## src/rtl/output_collector_pkg.sv

```systemverilog
// Shared types for the output collector: FSM states and the buffered pixel record.
package output_collector_pkg;

    localparam int ACC_W   = 32;
    localparam int COORD_W = 32;

    typedef enum logic [1:0] {
        IDLE,
        COLLECT,
        FLUSH
    } collector_state_t;

    typedef struct packed {
        logic [ACC_W-1:0]   data;
        logic [COORD_W-1:0] x;
        logic [COORD_W-1:0] y;
        logic [COORD_W-1:0] ch;
    } output_entry_t;

endpackage

```

## src/rtl/output_collector_if.sv

```systemverilog
// Pixel stream between the conv controller, the collector and the host.
// slave = collector side, master = controller/host side.
interface output_collector_if #(
    parameter int ACC_WIDTH   = 32,
    parameter int COORD_WIDTH = 32
);
    logic                   in_valid;
    logic [ACC_WIDTH-1:0]   in_data;
    logic [COORD_WIDTH-1:0] in_x;
    logic [COORD_WIDTH-1:0] in_y;
    logic [COORD_WIDTH-1:0] in_ch;
    logic                   stall;
    logic                   out_valid;
    logic                   out_ready;
    logic [ACC_WIDTH-1:0]   out_data;
    logic [COORD_WIDTH-1:0] out_x;
    logic [COORD_WIDTH-1:0] out_y;
    logic [COORD_WIDTH-1:0] out_ch;

    modport slave (
        input  in_valid, in_data, in_x, in_y, in_ch, out_ready,
        output stall, out_valid, out_data, out_x, out_y, out_ch
    );

    modport master (
        output in_valid, in_data, in_x, in_y, in_ch, out_ready,
        input  stall, out_valid, out_data, out_x, out_y, out_ch
    );
endinterface

```

## src/rtl/output_fifo.sv

```systemverilog
// Generic show-ahead FIFO with a registered head; clr empties it but keeps the last head value.
// Latency: push at edge N is at the head in cycle N+1 when empty.
// Backpressure: push while full is ignored unless a pop happens on the same edge.
module output_fifo #(
    parameter int  DEPTH = 8,
    parameter type T     = logic [7:0]
) (
    input  logic                   clk,
    input  logic                   arst_n_in,
    input  logic                   clr,
    input  logic                   push,
    input  logic                   pop,
    input  T                       wdat,
    output T                       rdat,
    output logic                   full,
    output logic                   empty,
    output logic [$clog2(DEPTH):0] level
);
    localparam int PTR_W = $clog2(DEPTH);
    localparam int LVL_W = PTR_W + 1;

    T                 mem [DEPTH];
    T                 head_q;
    logic [PTR_W-1:0] wr_ptr, rd_ptr, rd_nxt;
    logic [LVL_W-1:0] cnt, remain;
    logic             do_push, do_pop;

    assign empty   = (cnt == '0);
    assign full    = (cnt == LVL_W'(DEPTH));
    assign do_pop  = pop && !empty;
    assign do_push = push && (!full || do_pop);
    assign rd_nxt  = rd_ptr + PTR_W'(do_pop);
    assign remain  = cnt - LVL_W'(do_pop);

    always_ff @(posedge clk) begin
        if (do_push && !clr) mem[wr_ptr] <= wdat;
    end

    // Head is a separate register so it can be reset and held while empty.
    always_ff @(posedge clk or negedge arst_n_in) begin
        if (!arst_n_in) begin
            wr_ptr <= '0;
            rd_ptr <= '0;
            cnt    <= '0;
            head_q <= '0;
        end else if (clr) begin
            wr_ptr <= '0;
            rd_ptr <= '0;
            cnt    <= '0;
        end else begin
            if (do_push) wr_ptr <= wr_ptr + PTR_W'(1);
            rd_ptr <= rd_nxt;
            cnt    <= remain + LVL_W'(do_push);
            if (do_push || do_pop) begin
                if (remain != '0)  head_q <= mem[rd_nxt];
                else if (do_push)  head_q <= wdat;
            end
        end
    end

    assign rdat  = head_q;
    assign level = cnt;
endmodule

```

## src/rtl/output_collector.sv

```systemverilog
// Collects finished output pixels per frame into a FIFO and drains them to the host.
// Latency: one cycle in->out when empty. Backpressure: out_ready stalls the head; stall at DEPTH-2.
// OUTPUT_COLLECTOR_RELU_EN: negative data clamped to zero at push.
module output_collector
    import output_collector_pkg::*;
#(
    parameter int ACC_WIDTH     = ACC_W,
    parameter int COORD_WIDTH   = COORD_W,
    parameter int DEPTH         = 8,
    parameter int TOTAL_OUTPUTS = 1024*1024*64
) (
    input  logic                   clk,
    input  logic                   arst_n_in,
    input  logic                   start,
    output logic                   busy,
    output logic                   frame_done,
    output logic                   overflow,
    output logic [$clog2(DEPTH):0] level,
    output_collector_if.slave      bus
);
    localparam int          LVL_W = $clog2(DEPTH) + 1;
    localparam logic [63:0] TOTAL = 64'(TOTAL_OUTPUTS);

    collector_state_t state_q, state_d;
    logic             frame_done_q, frame_done_d;
    logic [63:0]      acc_cnt, drn_cnt;
    logic             clr, push, pop, drop, fifo_full, fifo_empty;
    output_entry_t    wr_entry, head;

    assign clr  = (state_q == IDLE) && start;
    assign push = (state_q == COLLECT) && bus.in_valid;
    assign pop  = bus.out_ready && !fifo_empty;
    assign drop = push && fifo_full && !pop;

    always_comb begin
        wr_entry.data = bus.in_data[ACC_WIDTH-1:0];
`ifdef OUTPUT_COLLECTOR_RELU_EN
        if (bus.in_data[ACC_WIDTH-1]) wr_entry.data = '0;
`endif
        wr_entry.x  = bus.in_x[COORD_WIDTH-1:0];
        wr_entry.y  = bus.in_y[COORD_WIDTH-1:0];
        wr_entry.ch = bus.in_ch[COORD_WIDTH-1:0];
    end

    output_fifo #(
        .DEPTH (DEPTH),
        .T     (output_entry_t)
    ) u_fifo (
        .clk       (clk),
        .arst_n_in (arst_n_in),
        .clr       (clr),
        .push      (push),
        .pop       (pop),
        .wdat      (wr_entry),
        .rdat      (head),
        .full      (fifo_full),
        .empty     (fifo_empty),
        .level     (level)
    );

    // A dropped entry counts as drained so a lossy frame still terminates.
    always_comb begin
        state_d      = state_q;
        frame_done_d = 1'b0;
        unique case (state_q)
            IDLE:    if (start) state_d = COLLECT;
            COLLECT: if (push && (acc_cnt + 64'd1 == TOTAL)) state_d = FLUSH;
            FLUSH: begin
                if ((pop || drop) && (drn_cnt + 64'd1 == TOTAL)) begin
                    state_d      = IDLE;
                    frame_done_d = 1'b1;
                end
            end
            default: state_d = IDLE;
        endcase
    end

    always_ff @(posedge clk or negedge arst_n_in) begin
        if (!arst_n_in) begin
            state_q      <= IDLE;
            frame_done_q <= 1'b0;
        end else begin
            state_q      <= state_d;
            frame_done_q <= frame_done_d;
        end
    end

    always_ff @(posedge clk or negedge arst_n_in) begin
        if (!arst_n_in) begin
            acc_cnt  <= '0;
            drn_cnt  <= '0;
            overflow <= 1'b0;
        end else if (clr) begin
            acc_cnt  <= '0;
            drn_cnt  <= '0;
            overflow <= 1'b0;
        end else begin
            if (push) acc_cnt <= acc_cnt + 64'd1;
            if ((state_q != IDLE) && (pop || drop)) drn_cnt <= drn_cnt + 64'd1;
            if (drop) overflow <= 1'b1;
        end
    end

    assign busy          = (state_q != IDLE);
    assign frame_done    = frame_done_q;
    assign bus.stall     = (level >= LVL_W'(DEPTH - 2));
    assign bus.out_valid = !fifo_empty;
    assign bus.out_data  = head.data;
    assign bus.out_x     = head.x;
    assign bus.out_y     = head.y;
    assign bus.out_ch    = head.ch;
endmodule

```

## src/flat_wrapper.sv

```systemverilog
// flat-port wrapper written by rule: the top's interface ports become plain ports
module output_collector_flat import output_collector_pkg::*;
#(
    parameter int ACC_WIDTH     = ACC_W,
    parameter int COORD_WIDTH   = COORD_W,
    parameter int DEPTH         = 8,
    parameter int TOTAL_OUTPUTS = 1024*1024*64
)
  (clk, arst_n_in, start, busy, frame_done, overflow, level, bus_in_valid, bus_in_data, bus_in_x, bus_in_y, bus_in_ch, bus_out_ready, bus_stall, bus_out_valid, bus_out_data, bus_out_x, bus_out_y, bus_out_ch);
  output_collector_if #(.ACC_WIDTH(ACC_WIDTH), .COORD_WIDTH(COORD_WIDTH)) bus_i ();
  input  logic clk;
  input  logic arst_n_in;
  input  logic start;
  output logic busy;
  output logic frame_done;
  output logic overflow;
  output logic [$clog2(DEPTH):0] level;
  input wire logic [$bits(bus_i.in_valid)-1:0] bus_in_valid;
  input wire logic [$bits(bus_i.in_data)-1:0] bus_in_data;
  input wire logic [$bits(bus_i.in_x)-1:0] bus_in_x;
  input wire logic [$bits(bus_i.in_y)-1:0] bus_in_y;
  input wire logic [$bits(bus_i.in_ch)-1:0] bus_in_ch;
  input wire logic [$bits(bus_i.out_ready)-1:0] bus_out_ready;
  output wire logic [$bits(bus_i.stall)-1:0] bus_stall;
  output wire logic [$bits(bus_i.out_valid)-1:0] bus_out_valid;
  output wire logic [$bits(bus_i.out_data)-1:0] bus_out_data;
  output wire logic [$bits(bus_i.out_x)-1:0] bus_out_x;
  output wire logic [$bits(bus_i.out_y)-1:0] bus_out_y;
  output wire logic [$bits(bus_i.out_ch)-1:0] bus_out_ch;
  assign bus_i.in_valid = bus_in_valid;
  assign bus_i.in_data = bus_in_data;
  assign bus_i.in_x = bus_in_x;
  assign bus_i.in_y = bus_in_y;
  assign bus_i.in_ch = bus_in_ch;
  assign bus_i.out_ready = bus_out_ready;
  assign bus_stall = bus_i.stall;
  assign bus_out_valid = bus_i.out_valid;
  assign bus_out_data = bus_i.out_data;
  assign bus_out_x = bus_i.out_x;
  assign bus_out_y = bus_i.out_y;
  assign bus_out_ch = bus_i.out_ch;
  output_collector #(.ACC_WIDTH(ACC_WIDTH), .COORD_WIDTH(COORD_WIDTH), .DEPTH(DEPTH), .TOTAL_OUTPUTS(TOTAL_OUTPUTS)) u_core (.clk(clk), .arst_n_in(arst_n_in), .start(start), .busy(busy), .frame_done(frame_done), .overflow(overflow), .level(level), .bus(bus_i));
endmodule
```

## config.mk

```make
export PLATFORM = sky130hd
export DESIGN_NAME = output_collector_flat
export DESIGN_NICKNAME = d
export VERILOG_FILES = /design/src/rtl/output_collector_pkg.sv /design/src/rtl/output_collector_if.sv /design/src/rtl/output_fifo.sv /design/src/rtl/output_collector.sv /design/src/flat_wrapper.sv
export SDC_FILE = /design/constraint.sdc
export NUM_CORES = 2
export LEC_CHECK = 0
export ABC_AREA = 1
export CAP_MARGIN = 10
export CORE_UTILIZATION = 50
export DETAILED_ROUTE_END_ITERATION = 12
export MAX_ROUTING_LAYER = met4
export PLACE_DENSITY = 0.72
export SLEW_MARGIN = 20
export SYNTH_ARGS = -nofsm -noshare
export SYNTH_HDL_FRONTEND = slang
export SYNTH_SLANG_ARGS = --single-unit
export TNS_END_PERCENT = 5
```

## constraint.sdc

```tcl
create_clock -name clk -period 6.6 [get_ports clk]
set_input_delay 1.32 -clock clk [delete_from_list [all_inputs] [get_ports clk]]
set_output_delay 1.32 -clock clk [all_outputs]
set_load 0.01 [all_outputs]
```

# Word level (Yosys, flattened, before mapping)

Memory sizes are Yosys's and may differ from the RTL's.
Cells that the tools add are included.

Add/subtract/negate cells: 6
$mul: 0
Divide/modulo/power cells: 0
$lt $le $gt $ge: 1
Eq/ne operators: 8
Shifts and indexed selects: 0
Mux-type cells: 20
Bitwise logic cells: 1
Reduce and logical (&&, ||, !) cells: 29

Operator list:

| cell                    | number |
|---|---|
| $mux W128               | 2 |
| $mux W64                | 4 |
| $add A64 B1 Y64 const B | 2 |
| $eq A64 B27 Y1 const B  | 2 |
| $reduce_bool A2 Y1      | 6 |
| $logic_and A1 B1 Y1     | 11 |
| $mux W3                 | 3 |
| $mux W1                 | 6 |
| $mux W2                 | 3 |
| $pmux W2 S3             | 1 |
| $reduce_and A3 Y1       | 2 |
| $add A4 B1 Y4           | 1 |
| $eq A4 B4 Y1 const B    | 1 |
| $ge A4 B3 Y1 const B    | 1 |
| $logic_not A1 Y1        | 4 |
| $logic_not A4 Y1        | 1 |
| $mux W4                 | 1 |
| $ne A2 B2 Y1 const B    | 2 |
| $reduce_bool A4 Y1      | 1 |
| $sub A4 B1 Y4           | 1 |
| $add A3 B1 Y3           | 1 |
| $add A3 B1 Y3 const B   | 1 |
| $logic_or A1 B1 Y1      | 3 |
| $eq A2 B1 Y1 const B    | 1 |
| 4 further kinds         | 4 |

Register bits after elaboration: 270
Bits in latches: 0
RAM bits: 1024
ROM bits: 0
Output and inout port bits: 137
Word-level logic and storage cells: 78
Memories: 1

Memory list:

| name              | words | bits a word | rd ports | clocked after memory_dff | write ports | RTL line          | RTL |
|---|---|---|---|---|---|---|---|
| u_core.u_fifo.mem | 8     | 128         | 1        | 0                        | 1           | output_fifo.sv:22 | `T mem [DEPTH];` |

# Longest topological paths before layout

Depth after elaboration: 9
Gate-level depth with buffers: 17
Depth with buffers taken out: 17

# Hierarchy

A second synthesis with hierarchy kept.

Cell total of the unflattened synthesis: 6665
Area total of the unflattened synthesis: 60406.7 sq um

Modules (own cells, without submodules):

| module           | times used | cells an instance | area an instance (sq um) | sequential area each (sq um) |
|---|---|---|---|---|
| output_fifo      | 1          | 5091              | 50703.6                  | 34202.8 |
| output_collector | 1          | 1574              | 9703.1                   | 3303.2 |

# Worst setup path after synthesis

No wires, ideal clock.

Path type: input to register
Start: in bus_in_valid
End: mem u_core.u_fifo.mem[0][0] in the netlist's numbering (enable)
Library setup time: 617 ps
Arrival: 7219 ps
Required time: 5983 ps
Slack: -1236 ps
Stages: 6
Buffers on the path: 0
Path through: inv_1 -> nor2_1 -> nand2_1 -> inv_1 -> nand2_1 -> nor2_1

Word-level cells in the longest chain between the ends: 5

RTL lines:

| item                          | RTL line               | RTL |
|---|---|---|
| start: declaration            | flat_wrapper.sv:18     | `input wire logic [$bits(bus_i.in_valid)-1:0] bus_in_valid;` |
| $logic_and A1 B1 Y1           | output_collector.sv:31 | `assign push = (state_q == COLLECT) && bus.in_valid;` |
| $logic_and A1 B1 Y1           | output_fifo.sv:31      | `assign do_push = push && (!full \|\| do_pop);` |
| $logic_and A1 B1 Y1           | output_fifo.sv:36      | `if (do_push && !clr) mem[wr_ptr] <= wdat;` |
| $mux W1                       | output_fifo.sv:36      |  |
| $mux W1 (implied by the code) | output_fifo.sv:36      |  |
| end: declaration              | output_fifo.sv:22      |  |

Every way passes these cells.

# Worst setup path in the final report

Start: in bus_out_ready
End: reg u_core.u_fifo.head_q (netlist bit u_core.u_fifo.rdat[95])

Word-level cells in the longest chain between the ends: 6
Elaborated cells between the ends (all ways): 12
Classes of those cells: add/sub (2); mux (1); reduce/logical (8); memory (1)

RTL lines:

| item                                                                    | RTL line               | RTL |
|---|---|---|
| start: declaration                                                      | flat_wrapper.sv:23     | `input wire logic [$bits(bus_i.out_ready)-1:0] bus_out_ready;` |
| $logic_and A1 B1 Y1 *                                                   | output_collector.sv:32 | `assign pop = bus.out_ready && !fifo_empty;` |
| $logic_and A1 B1 Y1 *                                                   | output_fifo.sv:30      | `assign do_pop = pop && !empty;` |
| parallel branches: the longest is 4 deep, another holds $mem_v2 Z8 W128 | --                     |  |
| end signal: assignment                                                  | output_fifo.sv:55      | `if (remain != '0) head_q <= mem[rd_nxt];` |
| end signal: assignment                                                  | output_fifo.sv:56      | `else if (do_push) head_q <= wdat;` |
| end: declaration                                                        | output_fifo.sv:23      | `T head_q;` |

Mark *: on every way between the ends.
A chain may end at the register's enable or synchronous reset.

==> metrics.yaml <==
synth.area.top_cells: "edfxtp_1, dfrtp_1, nor2_1"
cts.clk_slew.worst_paths_ns: 0.06
fp.dieH_um: 334.4
cp.required_ns: 7.28
p_leak_nw: 22.46
max_cap_viol_count: 0
yosysMostFrequentCell: "edfxtp_1"
io_buffers: 269
post_cts_resize_count: 0
final_nets: 5305
synth_area_per_cell_sq_um: 11.08
viasPerCell: 5.826
status: "completed"
vias: 39470
critical_path_class: "primary input to register"
netSwitchingPower_mw: 11.92
placedCellCount: 6501
gp_congestion: 0.9886
ys_ff_latch: 1294
placed_cell_area_sq_um: 59540
syn2layout_area_growth_pct: 16.08
pwr-share-comb: 0.387
min_path_type: "register to register"
setup_ws_ns: 2.522
worst_pin_slew_ns: 1.141
drc: 0
wl_per_cell_um: 21.96
rows: 121
worst_ep_arrival_time_ns: 4.76
grt_max_degree: 237
fmax_ghz: 0.2452
timing.hold.ws_ns: 0.5011
clockBufferDepth: 3
ys_seq_area_frac: 0.6788
p_seq_frac: 0.363
fin_area_sq_um: 64140
wirelength_um: 148800
ir_worst_vdd_mv: 0.5050
finalSetupTns_ns: 0
dieArea_sq_um: 111800
synth_top_area_frac: 0.5565
synthesis.nets: 5127
period_share: 0.6179
cp-start-kind: "primary input"
netlist_area_sq_um: 55250
overflow: 0
end_kind: "register"
ys_warn_count: 0
yosys.area.top_type: "edfxtp_1"
finalPower_mw: 30.70
setup_viol: 0
cts_tree: "done"
ant_nets: 0
cts.hold.buffers_added: 0
numCtsBuffers: 136
synth_flop_cell: "edfxtp_1"
fin_worst_skew_ns: 0.03160
cts_setup_buffers: 0
track_usage: 0.2723
clk_latency_ns: 0.76
crit_fanout: 208
drive_gt1_frac: 0.06158
p_clk_frac: 0.250
dr.pass1.iters: 5
fp.dieW_um: 334.4
first_global_vias: 38344
grt_pass1_wl_um: 226600
fin_cells: 6775
synth-edff-count: 1024
intPower_mw: 18.78
final-hold-violation-count: 0
dp_hpwl_um: 78930
synth_common_cells: "edfxtp_1, nor2_1, o21ai_0"
synthCells: 4985
synth_cell_types: 37
initial_core_util: 0.5062
switching_share: 0.3884
pre_cts_slack_ns: 1.952
root_buffer: "clkbuf_16"
min_period_ns: 4.078
io_pins: 270
slew_viol_final: 0
fin_util: 0.5876
antenna_found_initial: 24
cts_sinks: 1294
powerDensity_nw_per_um2: 478.7
htreeDepth: 4
synth_async_sr_flop_share: 0.2087
drtIter0Drc: 3810
design.core.area_sq_um: 109200
maxSlewHeadroom: 0.2392
rsz0062_at_grt: "false"
==> routing by layer <==
layer  vias to the layer above  global-route usage  wire, um
met5                         -                   -         0
met4                         0             0.09457      3957
met3                       278             0.04869     11980
met2                      1649              0.4231     70890
met1                     19469              0.3621     61970
li1                      18074                   -         -
==> critical path, stage by stage <==
cell             delay [ns]
clkdlybuf4s50_1        0.40
nand2_1                0.13
inv_1                  0.16
ha_4                   0.20
ha_4                   0.65
buf_12                 0.73
o21ai_0                0.28
o221ai_1               0.32
nand3_1                0.11
a21oi_1                0.19
==> final cells by class <==
| type | count | area [sq um] |
|---|---|---|
| Clock inverter | 65 | 724.4 |
| Timing Repair Buffer | 319 | 3398 |
| Antenna cell | 21 | 52.55 |
| Sequential cell | 1294 | 37510 |
| Tap cell | 1476 | 1847 |
| Multi-Input combinational cell | 3077 | 15510 |
| Clock buffer | 188 | 3821 |
| Inverter | 335 | 1275 |
| Fill cell | 8724 | 45020 |
==> cells in the final DEF (no fill, tap or decap), drive strengths merged, types with 54 or more instances in the layout <==
cell type      Yosys  routed
edfxtp          1024    1024
nor2             999     999
o21ai            590     590
nand2            575     575
inv              333     337
dfrtp            270     270
clkdlybuf4s50      0     268
o221ai           256     256
nand3            218     218
clkbuf           231     188
a21oi            132     132
o21a             129     129
o22ai             68      68
clkinv             2      54
==> kinds of logic (layout without fill, tap and decap cells) <==
logic type,count (synthesis),count (layout),synth area share
other,0,21,0
XOR/XNOR,55,55,0.009262
adder cells (fa/ha/maj),9,9,0.002038
AO/OA/AOI/OAI,1182,1182,0.1323
flip-flops,1294,1294,0.6788
buffers and inverters,614,907,0.04230
AND/OR/NAND/NOR,1831,1831,0.1352
==> sequential cells by signal, summed over array words and instances, names as in the netlist <==
name                  count
u_core.u_fifo.rdat      128
u_core.u_fifo.mem      1024
u_core.u_fifo.rd_ptr      3
u_core.acc_cnt           64
u_core.u_fifo.level       4
u_core.state_q            2
u_core.u_fifo.wr_ptr      3
u_core.overflow           1
u_core.frame_done         1
u_core.drn_cnt           64
==> path summary, 6_finish.rpt <==
path	from	endpoint	slack, ns	depth (start not counted)
max	bus_out_ready	u_core.u_fifo.rdat[95]	2.52	10
min	u_core.overflow	u_core.overflow	0.50	2
max reg2reg	u_core.u_fifo.level[2]	u_core.u_fifo.rdat[95]	2.83	11
min reg2reg	u_core.overflow	u_core.overflow	0.50	2
max in group asynchronous	arst_n_in	u_core.u_fifo.rdat[58]	4.88	2
min in group asynchronous	arst_n_in	u_core.acc_cnt[5]	0.52	1
==> power by group through the flow <==
stage          Sequential (mW)  Clock, mW  Combinational (mW)
2_1_floorplan             11.4          0                7.41
3_3_place_gp              11.2          0                11.5
3_5_place_dp              11.3          0                11.8
4_1_cts                   11.1       7.78                11.9
5_1_grt                   11.3       8.09                13.0
6_report                  11.1       7.67                11.9
(Power assumes the default switching activity.)
